$ cat config.mk
export PLATFORM = sky130hd
export DESIGN_NAME = stream_crop_multi
export DESIGN_NICKNAME = d
export VERILOG_FILES = /design/src/rtl/crop_pkg.sv /design/src/rtl/crop_out_slot.sv /design/src/rtl/stream_crop_multi.sv
export SDC_FILE = /design/constraint.sdc
export NUM_CORES = 1
export LEC_CHECK = 0
export BUFFER_PORTS_ARGS = -buffer_cell sky130_fd_sc_hd__clkbuf_2
export CAP_MARGIN = 10
export CELL_PAD_IN_SITES_DETAIL_PLACEMENT = 1
export CELL_PAD_IN_SITES_GLOBAL_PLACEMENT = 1
export CORE_AREA = 2 2 266 241
export CTS_CLUSTER_DIAMETER = 150
export DETAILED_ROUTE_END_ITERATION = 12
export DIE_AREA = 0 0 268 243
export HOLD_SLACK_MARGIN = 0.03
export PLACE_DENSITY = 0.84
export SLEW_MARGIN = 20
export SYNTH_ARGS = -nofsm -noshare
export SYNTH_HDL_FRONTEND = slang
export SYNTH_SLANG_ARGS = --single-unit
$ cat constraint.sdc
create_clock -name ap_clk -period 5.6 [get_ports ap_clk]
set_clock_uncertainty 0.1 [all_clocks]
set_input_delay 1.12 -clock ap_clk [delete_from_list [all_inputs] [get_ports ap_clk]]
set_output_delay 1.12 -clock ap_clk [all_outputs]
set_load 0.005 [all_outputs]
$ cat src/rtl/crop_pkg.sv
// Shared state encoding and constants for the multi-window stream cropper.
package crop_pkg;

  localparam int unsigned CW_DEFAULT = 16;

  typedef enum logic [1:0] {
    ST_IDLE  = 2'd0,
    ST_RUN   = 2'd1,
    ST_DRAIN = 2'd2,
    ST_DONE  = 2'd3
  } state_e;

endpackage

$ cat src/rtl/crop_out_slot.sv
// One crop window: window/TLAST compare on the raster position and a
// one-deep AXI-stream output register.
module crop_out_slot
  import crop_pkg::*;
#(
  parameter int unsigned FP_TOTAL = 16,
  parameter int unsigned CW       = CW_DEFAULT,
  parameter int unsigned OUT_ROWS = 48,
  parameter int unsigned OUT_COLS = 48
) (
  input  logic                ap_clk,
  input  logic                ap_rst_n,
  input  logic                en,
  input  logic [CW-1:0]       org_y,
  input  logic [CW-1:0]       org_x,
  input  logic [CW-1:0]       row,
  input  logic [CW-1:0]       col,
  input  logic                in_beat,
  input  logic [FP_TOTAL-1:0] in_data,
  input  logic                out_tready,
  output logic                hit_c,
  output logic                free_c,
  output logic [FP_TOTAL-1:0] out_tdata,
  output logic                out_tvalid,
  output logic                out_tlast
);

  localparam int unsigned EW = CW + 1;

  logic [EW-1:0]       y_e, x_e, y_end, x_end, row_e, col_e;
  logic                last_c;
  logic [FP_TOTAL-1:0] tdata_q, tdata_d;
  logic                tvalid_q, tvalid_d;
  logic                tlast_q, tlast_d;

  // Window bounds are widened by one bit so origin+size cannot wrap.
  always_comb begin
    y_e    = EW'(org_y);
    x_e    = EW'(org_x);
    y_end  = y_e + EW'(OUT_ROWS);
    x_end  = x_e + EW'(OUT_COLS);
    row_e  = EW'(row);
    col_e  = EW'(col);
    hit_c  = en && (row_e >= y_e) && (row_e < y_end) &&
             (col_e >= x_e) && (col_e < x_end);
    last_c = (row_e == y_end - EW'(1)) && (col_e == x_end - EW'(1));
    free_c = !tvalid_q || out_tready;
  end

  always_comb begin
    tdata_d  = tdata_q;
    tvalid_d = tvalid_q;
    tlast_d  = tlast_q;
    if (in_beat && hit_c) begin
      tdata_d  = in_data;
      tvalid_d = 1'b1;
      tlast_d  = last_c;
    end else if (out_tready) begin
      tvalid_d = 1'b0;
      tlast_d  = 1'b0;
    end
  end

  always_ff @(posedge ap_clk) begin
    if (!ap_rst_n) begin
      tdata_q  <= '0;
      tvalid_q <= 1'b0;
      tlast_q  <= 1'b0;
    end else begin
      tdata_q  <= tdata_d;
      tvalid_q <= tvalid_d;
      tlast_q  <= tlast_d;
    end
  end

  assign out_tdata  = tdata_q;
  assign out_tvalid = tvalid_q;
  assign out_tlast  = tlast_q;

endmodule

$ cat src/rtl/stream_crop_multi.sv
// Splits one raster pixel stream into NUM_CROPS cropped AXI streams under
// HLS-style start/ready/done/idle control.
module stream_crop_multi
  import crop_pkg::*;
#(
  parameter int unsigned FP_TOTAL  = 16,
  parameter int unsigned IN_ROWS   = 100,
  parameter int unsigned IN_COLS   = 160,
  parameter int unsigned OUT_ROWS  = 48,
  parameter int unsigned OUT_COLS  = 48,
  parameter int unsigned NUM_CROPS = 5,
  parameter int unsigned CW        = CW_DEFAULT
) (
  input  logic                          ap_clk,
  input  logic                          ap_rst_n,
  input  logic                          ap_start,
  output logic                          ap_ready,
  output logic                          ap_done,
  output logic                          ap_idle,
  input  logic [NUM_CROPS*CW-1:0]       crop_y,
  input  logic [NUM_CROPS*CW-1:0]       crop_x,
  output logic [NUM_CROPS-1:0]          cfg_err,
  input  logic [FP_TOTAL-1:0]           in_TDATA,
  input  logic                          in_TVALID,
  output logic                          in_TREADY,
  output logic [NUM_CROPS*FP_TOTAL-1:0] out_TDATA,
  output logic [NUM_CROPS-1:0]          out_TVALID,
  output logic [NUM_CROPS-1:0]          out_TLAST,
  input  logic [NUM_CROPS-1:0]          out_TREADY
);

  localparam int unsigned EW = CW + 1;

  state_e                  state_q, state_d;
  logic [CW-1:0]           row_q, row_d, col_q, col_d;
  logic [NUM_CROPS*CW-1:0] org_y_q, org_y_d, org_x_q, org_x_d;
  logic [NUM_CROPS-1:0]    cfg_err_q, cfg_err_d, cfg_err_c;
  logic                    ap_ready_q, ap_ready_d;
  logic [NUM_CROPS-1:0]    hit, free;
  logic                    in_beat;

  // Origin fit check on the live inputs, captured only at frame start.
  always_comb begin
    for (int k = 0; k < NUM_CROPS; k++) begin
      cfg_err_c[k] = (EW'(crop_y[k*CW +: CW]) + EW'(OUT_ROWS) > EW'(IN_ROWS)) ||
                     (EW'(crop_x[k*CW +: CW]) + EW'(OUT_COLS) > EW'(IN_COLS));
    end
  end

  // Stall only when a window that wants this pixel still holds an unsent beat.
  assign in_TREADY = (state_q == ST_RUN) && (&(~hit | free));
  assign in_beat   = in_TVALID && in_TREADY;

  always_comb begin
    state_d    = state_q;
    row_d      = row_q;
    col_d      = col_q;
    org_y_d    = org_y_q;
    org_x_d    = org_x_q;
    cfg_err_d  = cfg_err_q;
    ap_ready_d = 1'b0;
    case (state_q)
      ST_IDLE: begin
        if (ap_start) begin
          org_y_d    = crop_y;
          org_x_d    = crop_x;
          cfg_err_d  = cfg_err_c;
          ap_ready_d = 1'b1;
          row_d      = '0;
          col_d      = '0;
          state_d    = ST_RUN;
        end
      end
      ST_RUN: begin
        if (in_beat) begin
          if (col_q == CW'(IN_COLS - 1)) begin
            col_d = '0;
            if (row_q == CW'(IN_ROWS - 1)) begin
              row_d   = '0;
              state_d = ST_DRAIN;
            end else begin
              row_d = row_q + CW'(1);
            end
          end else begin
            col_d = col_q + CW'(1);
          end
        end
      end
      ST_DRAIN: begin
        if (out_TVALID == '0) state_d = ST_DONE;
      end
      ST_DONE: state_d = ST_IDLE;
      default: state_d = ST_IDLE;
    endcase
  end

  always_ff @(posedge ap_clk) begin
    if (!ap_rst_n) begin
      state_q    <= ST_IDLE;
      row_q      <= '0;
      col_q      <= '0;
      org_y_q    <= '0;
      org_x_q    <= '0;
      cfg_err_q  <= '0;
      ap_ready_q <= 1'b0;
    end else begin
      state_q    <= state_d;
      row_q      <= row_d;
      col_q      <= col_d;
      org_y_q    <= org_y_d;
      org_x_q    <= org_x_d;
      cfg_err_q  <= cfg_err_d;
      ap_ready_q <= ap_ready_d;
    end
  end

  assign ap_ready = ap_ready_q;
  assign ap_done  = (state_q == ST_DONE);
  assign ap_idle  = (state_q == ST_IDLE);
  assign cfg_err  = cfg_err_q;

  for (genvar k = 0; k < NUM_CROPS; k++) begin : g_slot
    crop_out_slot #(
      .FP_TOTAL (FP_TOTAL),
      .CW       (CW),
      .OUT_ROWS (OUT_ROWS),
      .OUT_COLS (OUT_COLS)
    ) u_slot (
      .ap_clk     (ap_clk),
      .ap_rst_n   (ap_rst_n),
      .en         (!cfg_err_q[k]),
      .org_y      (org_y_q[k*CW +: CW]),
      .org_x      (org_x_q[k*CW +: CW]),
      .row        (row_q),
      .col        (col_q),
      .in_beat    (in_beat),
      .in_data    (in_TDATA),
      .out_tready (out_TREADY[k]),
      .hit_c      (hit[k]),
      .free_c     (free[k]),
      .out_tdata  (out_TDATA[k*FP_TOTAL +: FP_TOTAL]),
      .out_tvalid (out_TVALID[k]),
      .out_tlast  (out_TLAST[k])
    );
  end

endmodule
Word-level counts from Yosys, hierarchy flattened
Index checks and enable logic that the tools add are counted.
{"block": "totals", "elab_cells": 202, "input_bits": 185, "output_inout_bits": 99, "ff_bits": 290}
{"block": "classes", "mux": 30, "magnitude_cmp": 30, "addsub": 32, "n_reduce_logical": 66, "eq_ne": 20, "bitwise": 2}
{"op": "$add 16x6->17 const B", "count": 20}
{"op": "$eq 16x17->1", "count": 10}
{"op": "$lt 16x17->1", "count": 10}
{"op": "$sub 17x1->17 const B", "count": 10}
{"op": "$ge 16x16->1", "count": 10}
{"op": "$mux 16", "count": 6}
{"op": "$gt 17x7->1 const B", "count": 5}
{"op": "$gt 17x8->1 const B", "count": 5}
{"op": "$pmux 16 s2", "count": 2}
{"op": "$add 16x1->16 const B", "count": 2}
{"op": "$logic_and 1x1->1", "count": 32}
{"op": "$eq 16x7->1 const B", "count": 1}
{"op": "$eq 16x8->1 const B", "count": 1}
{"op": "$mux 1", "count": 16}
{"op": "$reduce_bool 2->1", "count": 6}
{"op": "$logic_not 1->1", "count": 10}
{"op": "$logic_or 1x1->1", "count": 10}
{"op": "$mux 2", "count": 5}
{"op": "$reduce_and 5->1", "count": 2}
{"op": "$pmux 2 s4", "count": 1}
{"op": "$ne 2x1->1 const B", "count": 3}
{"op": "$logic_not 5->1", "count": 1}
{"op": "$not 5->5", "count": 1}
{"op": "$or 5x5->5", "count": 1}
{"op": "7 further kinds", "count": 10}

Logic depth before layout (Yosys ltp)
Gate-level depths: netlist (run 1).
{"block": "logic_depth", "word_depth": 12, "ltp_mapped": 23, "depth_no_buf": 18}

Hierarchy
From an unflattened synthesis (run 1), not the netlist that was laid out.
{"block": "unflattened", "hier_cells": 3773, "area_unflattened_um2": 28840.2}
{"module": "crop_out_slot at g_slot[1].u_slot ...", "area_each_um2": 3836.2, "instances": 3, "cells_each": 505, "seq_area_each_um2": 360.3}
{"module": "stream_crop_multi", "area_each_um2": 9809.4, "instances": 1, "cells_each": 1320, "seq_area_each_um2": 4003.8}
{"module": "crop_out_slot at g_slot[3].u_slot", "area_each_um2": 3903.7, "instances": 1, "cells_each": 490, "seq_area_each_um2": 360.3}
{"module": "crop_out_slot at g_slot[0].u_slot", "area_each_um2": 3618.5, "instances": 1, "cells_each": 448, "seq_area_each_um2": 360.3}

Worst setup path after synthesis (run 1)
OpenSTA, ideal clock, no wires.
{"block": "synth_path", "path_kind": "reg2out", "startpoint": "register org_x_q[4]", "endpoint": "output in_TREADY", "path_buffers": 5, "arrival_time_ps": 3840, "slack_ps": 540, "required_ps": 4380, "path_stages_with_launch": 22, "cell_sequence": "dfxtp_1 > clkbuf_1 > inv_1 > ha_1 > clkbuf_1 > inv_1 > and4_1 > nand3_1 > xnor2_1 > inv_1 > ha_1 > a22o_1 > nor4_1 > o21ai_0 > a211oi_1 > o32a_1 > nand4_1 > o2111a_1 > buf_6 > buf_2 > buf_2 > and3_1"}
{"block": "synth_via", "elab_chain_len": 7, "word_cells_on_any_way": 9, "cone_classes": "add/sub: 1; order compare: 2; bitwise: 2; reduce/logical: 4"}
{"element": "start: declaration", "line_no": "stream_crop_multi.sv:36", "rtl": "logic [NUM_CROPS*CW-1:0] org_y_q, org_y_d, org_x_q, org_x_d;"}
{"element": "start signal: assignment", "line_no": "stream_crop_multi.sv:111", "rtl": "org_x_q <= org_x_d;"}
{"element": "$add 16x6->17 / $ge 16x16->1 (equally long branches)", "line_no": "crop_out_slot.sv:41, crop_out_slot.sv:45"}
{"element": "$lt 16x17->1 / $logic_and 1x1->1 (equally long branches)", "line_no": "crop_out_slot.sv:45, crop_out_slot.sv:44"}
{"element": "$logic_and 1x1->1 (*)", "line_no": "crop_out_slot.sv:45", "rtl": "(col_e >= x_e) && (col_e < x_end);"}
{"element": "$not 5->5 (*)", "line_no": "stream_crop_multi.sv:51", "rtl": "assign in_TREADY = (state_q == ST_RUN) && (&(~hit | free));"}
{"element": "$or 5x5->5 (*)", "line_no": "stream_crop_multi.sv:51"}
{"element": "$reduce_and 5->1 (*)", "line_no": "stream_crop_multi.sv:51"}
{"element": "$logic_and 1x1->1 (*)", "line_no": "stream_crop_multi.sv:51"}
{"element": "end: declaration", "line_no": "stream_crop_multi.sv:25", "rtl": "output logic in_TREADY,"}
Every way passes the cells marked *; elsewhere a longest branch is shown, timed or not.

Worst setup path in the final report (run 1)
{"block": "layout_path", "startpoint": "register org_x_q[56]", "endpoint": "output in_TREADY"}
The elaborated chain is that of the path after synthesis.

==> impl_metrics.ini, run 1 <==
[status]
status = completed

[yosys]
synth_edf_count = 0
synthCells = 3691
syn_area_per_cell_sq_um = 7.54
yosys-top-cells-count = nand2_1 (487), ha_1 (328), a21oi_1 (296)
synth_fp_nets = 4204
yosys_register_bits = 290
synth-main-ff-cell = dfxtp_1
ys_seq_area_frac = 0.208
yosys_warnings = 0
synthTopCellsByArea = dfxtp_1 (21%), ha_1 (15%), xnor2_1 (8.2%), nand2_1 (6.6%), a21oi_1 (5.3%)
async_flop_share = 0
yosysMostFrequentCell = nand2_1
yosysUniqueCellTypes = 102
synth_area_sq_um = 27800
synth_top_area_frac = 0.208
yosysTopAreaCell = dfxtp_1

[floorplanning]
io_pins = 284
fp.coreArea_sq_um = 62400
die_area_sq_um = 65100
dieWidth_um = 268
initial_core_util = 0.446
die_y_um = 243
rows = 87

[global_routing]
overflow = 0
grt_pass1_wl_um = 160000
antenna_found_initial = 1
grt_start_max_net_pins = 95
grt.total_usage = 0.307
grt_pass1_vias = 29024

[timing]
setup_viol = 0
worst_pin_slew_ns = 1.08
timing.final.crit_period_ns = 5.37
hold_viol = 0
tns_ns = 0
fmax_mhz = 186
grt_setup_unrepaired = false
slew_viol_final = 0
setup_ws_ns = 0.229
fin_crit_sh = 0.959
relSlewSlack = 0.278
whs_ns = 0.359

[clock_network]
clock_latency_ns = 0.58
cts_tree = yes
postCtsHoldBufs = 0
root_buffer = clkbuf_16
cts.sinks = 290
clk_path_buf_depth = 3
cts_max_level = 2
path_clk_slew_ns = 0.06
cts_made_buffers = 36

[detailed_routing]
antenna_left = 0
routed_via_density = 6.02
routedWlPerCell_um = 21.6
drt_pre_antenna_iters = 5
drt_iter0_markers = 1850
route.detailed.drc = 0
vias = 28666
finalWirelength_um = 103000

[run]
max_cap_viol_count = 0

[setup_path]
reg2reg_setup_slack_ns = 0.66
worst-setup-path-type = reg2out
rr_endpoint = g_slot[3].u_slot.out_tdata[6]$_SDFFE_PN0P_
start_kind = flop
crit_arrival_ns = 4.15
slowest_stage = or4_1
required_ns = 4.38
max_stage_delay_ns = 0.55
crit_fanout = 6
rr_worst_depth = 16
path_cells = nand4_2, nor2_2, nand2_1, xnor2_1, inv_1, ha_1, nand4_1, a211oi_1, or4_1, a32oi_2, nand4bb_1, o2111a_2, and3_4, clkbuf_2
reg2reg_from = org_x_q[36]$_SDFFE_PN0P_
end_kind = output pin

[power_and_ir_drop]
switching_share = 0.434
p_int_mw = 5.36
clockPowerShare = 0.267
p_leak_nw = 13.3
sequentialPowerShare = 0.285
p_switching_mw = 4.12
peakVddDrop_uv = 192
p_per_area_nw_per_um2 = 302
combinationalPowerShare = 0.447

[final_layout]
nNetsFinal = 4404
drive_above_1_share = 0.131
post-route-util = 0.503
fillCellCount = 7923
diodes = 0
syn2layout_area_growth_pct = 12.6
fin_cells = 4764

[place]
port_buffers = 283
dp_cells = 4693
place_congestion = 0.952
pre_cts_slack_ns = 0.402
place_hpwl_um = 79300

[hold_path]
hold_class = reg2reg
hold_path_end = org_x_q[61]$_SDFFE_PN0P_
hp-start = org_x_q[61]$_SDFFE_PN0P_
hold_depth = 2
==> what timing repair did <==
| action | 4_1_cts | 5_1_grt |
|---|---|---|
| setup buffers | 0 | 4 |
| pin swaps | 0 | 8 |
| gates resized for setup | 6 | 34 |
| setup endpoints to repair | 1 | 1 |
==> cell families (layout without fill, tap and decap cells) <==
| kind of cell | Yosys count | in the layout | synth area share |
|---|---|---|---|
| simple gates | 1346 | 1346 | 0.237 |
| xor+xnor | 357 | 357 | 0.115 |
| flops | 290 | 290 | 0.208 |
| buf+inv | 433 | 661 | 0.0662 |
| fa+ha+maj | 328 | 328 | 0.147 |
| compound gates | 841 | 841 | 0.192 |
| mux | 96 | 96 | 0.0347 |
==> cell type report <==
| class | count | area (sq um) | share of cell area |
|---|---|---|---|
| Inverter | 243 | 920 | 0.0293 |
| Timing Repair Buffer | 352 | 1970 | 0.0627 |
| Sequential cell | 290 | 5820 | 0.186 |
| Clock inverter | 18 | 216 | 0.00690 |
| Tap cell | 845 | 1060 | 0.0337 |
| Clock buffer | 48 | 1030 | 0.0328 |
| Multi-Input combinational cell | 2968 | 20300 | 0.649 |
==> layer usage <==
layer | part of all wire | up-vias | GRT usage
met5 | 0.00013 | - | 0
met4 | 0.057 | 2 | 0.163
met3 | 0.059 | 273 | 0.0400
met2 | 0.46 | 840 | 0.514
met1 | 0.42 | 13955 | 0.383
li1 | - | 13596 | -
==> cells in the final DEF (no fill, tap or decap), drive strengths merged, types with 17 or more instances in the layout <==
master,netlist,final
o21a,20,20
nor2,262,262
o21ai,173,173
nor2b,25,25
o2111ai,25,25
nor3,89,89
and3,55,55
a31oi,53,53
xor2,92,92
a41oi,18,18
clkbuf,129,331
nand4b,18,18
mux2i,92,92
buf,61,69
dfxtp,290,290
xnor2,263,263
nor4,59,59
o211ai,44,44
and4,17,17
nand2,487,487
a21oi,298,298
nand2b,29,29
inv,243,247
nand4,91,91
ha,328,328
a21o,25,25
nand3,108,108
a211oi,38,38
or4,20,20
==> critical path, delay by kind of cell (launching register included) <==
family	cells	cell delay, ns
flip-flops	1	0.44
AO/OA/AOI/OAI	3	0.61
XOR/XNOR	1	0.33
adder cells (fa/ha/maj)	1	0.32
AND/OR/NAND/NOR	7	1.60
buffers and inverters	2	0.27
==> worst max path at each step <==
stage                                        start         to  slack [ns]  cells past startpoint
after floorplan            org_x_q[4]$_SDFFE_PN0P_  in_TREADY        0.54                     21
after global placement     org_x_q[5]$_SDFFE_PN0P_  in_TREADY        0.55                     17
after detailed placement   org_x_q[5]$_SDFFE_PN0P_  in_TREADY        0.40                     17
after CTS                  org_y_q[5]$_SDFFE_PN0P_  in_TREADY        0.01                     15
after global routing      org_y_q[53]$_SDFFE_PN0P_  in_TREADY       0.003                     15
final                     org_x_q[56]$_SDFFE_PN0P_  in_TREADY        0.23                     14
==> through the flow <==
stage / cell area, sq um / total power, mW
5_1_grt: 31400 / 10.1
2_1_floorplan: 27800 / 5.56
3_3_place_gp: 29900 / 6.68
6_report: 31400 / 9.48
3_5_place_dp: 29900 / 6.83
4_1_cts: 31200 / 9.40
==> power groups by stage <==
stage / clock, mW / sequential, mW / combinational, mW
after CTS: 2.57 / 2.69 / 4.14
after floorplan: 0 / 2.53 / 3.04
after global placement: 0 / 2.71 / 3.97
after detailed placement: 0 / 2.73 / 4.10
after global routing: 2.66 / 2.75 / 4.65
final: 2.54 / 2.71 / 4.24
==> sequential cells by signal, summed over array words and instances, names as in the netlist, 2 cells and up <==
signal	count
g_slot.u_slot.out_tvalid	5
org_y_q	80
org_x_q	80
cfg_err	5
row_q	16
state_q	2
col_q	16
g_slot.u_slot.out_tdata	80
g_slot.u_slot.out_tlast	5
Note: power is estimated with default switching activity, not from simulation.
==> inputs of run 2 (changes only) <==
Settings changed: CORE_AREA 2 2 266 241 to 2 2 278 253, DIE_AREA 0 0 268 243 to 0 0 280 255, PLACE_DENSITY 0.84 to 0.8.
Clock period 5.6 ns to 4.6 ns, I/O delays scaled along.
==> run 2 against run 1 <==
The run now ends with negative setup slack left. Register-to-register slack lost 0.52 ns. Global-route usage shrank 1.6 points. Count of clock-buffer cells in the layout grew 4. Core utilization shrank 2.5 points. Critical path depth grew 1. First-iteration DRC count grew 0.81%. Final area grew 5.0%. Sequential cell count is the same. Non-clock buffer count grew 139. Routed wire length grew 4.2%. Via count grew 1.6%. Largest power group unchanged.
==> impl_metrics.ini, run 2 (synthesis results as in run 1) <==
[power_and_ir_drop]
peakVddDrop_uv = 249
p_leak_nw = 14.1
p_int_mw = 6.79
sequentialPowerShare = 0.268
p_per_area_nw_per_um2 = 363
switching_share = 0.432
totalPowerFinal_mw = 11.9
clockPowerShare = 0.251
p_switching_mw = 5.16
combinationalPowerShare = 0.481

[detailed_routing]
drt_pre_antenna_iters = 5
drt_iter0_markers = 1865
routed_via_density = 5.88
routedWlPerCell_um = 21.7
antenna_left = 0
finalWirelength_um = 107000
vias = 29125
route.detailed.drc = 0

[floorplanning]
io_pins = 284
rows = 92
dieWidth_um = 280
die_y_um = 255
fp.coreArea_sq_um = 69000
die_area_sq_um = 71400
initial_core_util = 0.404

[timing]
relSlewSlack = 0.101
slew_viol_final = 0
fmax_mhz = 203
grt_setup_unrepaired = true
whs_ns = 0.357
timing.final.crit_period_ns = 4.92
worst_pin_slew_ns = 1.35
hold_viol = 0
setup_viol = 1
fin_crit_sh = 1.07
setup_ws_ns = -0.320

[setup_path]
worst-setup-path-type = reg2out
max_stage_delay_ns = 0.38
start_kind = flop
path_cells = inv_4, ha_4, nand3b_1, nor3_2, xnor2_1, ha_1, nand4_1, nor3_2, o31a_1, o311a_1, o311ai_2, nand4_1, o2111a_2, and3_4, clkbuf_2
reg2reg_from = col_q[10]$_SDFFE_PN0P_
critPathTopFamily = simple AND/OR/NAND/NOR gates
crit_start = org_y_q[4]$_SDFFE_PN0P_
slowest_stage = o2111a_2
rr_worst_depth = 15
end_kind = output pin
rr_endpoint = col_q[13]$_SDFFE_PN0P_
cp_num_cells = 15
crit_arrival_ns = 3.90
cp.buffers_inverters = 2
required_ns = 3.58
reg2reg_setup_slack_ns = 0.14
crit_fanout = 3

[global_routing]
grt_pass1_wl_um = 166000
met2_usage = 0.496
top_usage_layer = met2
met1_usage = 0.371
grt_pass1_vias = 29451
antenna_found_initial = 2
grt_start_max_net_pins = 196
grt_util_met3 = 0.0309
grt.total_usage = 0.291
overflow = 0

[clock_network]
postCtsHoldBufs = 0
clk_path_buf_depth = 3
cts_max_level = 2
cts.sinks = 290
path_clk_slew_ns = 0.05
clock_latency_ns = 0.57
root_buffer = clkbuf_16
cts_tree = yes
cts_made_buffers = 38

[final_layout]
final_common_cell = nand2_1
fin_cells = 4953
final_cell_mix = nand2_1 (485), ha_1 (321), a21oi_1 (296)
drive_above_1_share = 0.171
post-route-util = 0.477
nNetsFinal = 4545
syn2layout_area_growth_pct = 18.2

[hold_path]
hp-start = org_x_q[61]$_SDFFE_PN0P_
hold_class = reg2reg
hold_path_end = org_x_q[61]$_SDFFE_PN0P_
hold_depth = 2

[place]
pre_cts_slack_ns = -0.118
place_congestion = 0.978
place_hpwl_um = 83600
port_buffers = 283
dp_cells = 4855

[run]
max_cap_viol_count = 0

[status]
violations = negative setup slack
status = complete, but fails checks
==> run 2: cell types whose count changed in the layout (fill, tap and decap cells not counted), sizes merged <==
| cell | delta |
|---|---|
| buf | +139 |
| bufinv | -2 |
| clkbuf | +4 |
| clkinv | +3 |
| clkinvlp | -2 |
| diode | +1 |
| inv | -2 |
==> run 2: worst register-to-register path, cell delays in order (launching register included) <==
cell      delay, ns
dfxtp_1        0.86
buf_4          0.31
ha_1           0.26
o21ai_0        0.25
o21ai_0        0.12
a41oi_1        0.27
o21ai_0        0.26
o2111a_1       0.25
nand4b_1       0.18
buf_4          0.14
and3_2         0.33
buf_12         0.19
a21boi_4       0.07
buf_12         0.16
or4_1          0.48
a21oi_1        0.15
==> run 2: layout make-up <==
| cell class | count | area, sq um |
|---|---|---|
| repair buffers | 491 | 3230 |
| multi-input cells | 2968 | 20600 |
| well taps | 893 | 1120 |
| clock buffers | 52 | 1060 |
| clock inverters | 15 | 154 |
| flip-flops and latches | 290 | 5830 |
| fillers | 8626 | 36000 |
| inverters | 243 | 925 |
| diodes | 1 | 2.50 |
==> run 2: power groups by stage <==
stage | clock, mW | sequential [mW] | combinational [mW]
after floorplan | 0 | 3.08 | 3.72
after global placement | 0 | 3.21 | 5.31
after detailed placement | 0 | 3.23 | 5.47
after CTS | 3.05 | 3.19 | 5.65
after global routing | 3.14 | 3.25 | 6.26
final | 3.00 | 3.21 | 5.75
==> run 2: routing by layer <==
layer  wire length (um)  vias to the layer above
met4               5010                        0
met3               5900                      208
met5                  0                        -
met1              46100                    14250
met2              50300                      802
li1                   -                    13865
==> run 2: metrics by stage <==
step | instance area (sq um) | TNS [ns]
CTS | 32900 | -0.202
detailed placement | 31100 | -0.196
global route | 32900 | -0.683
floorplan | 27900 | -0.0136
global placement | 31100 | -0.00174
finish | 32900 | -0.320
==> run 2: worst max path at each step <==
| stage | end | slack (ns) |
|---|---|---|
| after floorplan | in_TREADY | -0.01 |
| after global placement | in_TREADY | -0.002 |
| after detailed placement | in_TREADY | -0.12 |
| after CTS | in_TREADY | -0.20 |
| after global routing | in_TREADY | -0.39 |
| final | in_TREADY | -0.32 |
==> run 2: timing repair <==
| item | in CTS | in global routing |
|---|---|---|
| setup buffers | 30 | 0 |
| endpoints found under the setup margin | 23 | 15 |
| pin swaps | 32 | 5 |
| resized for setup | 78 | 12 |
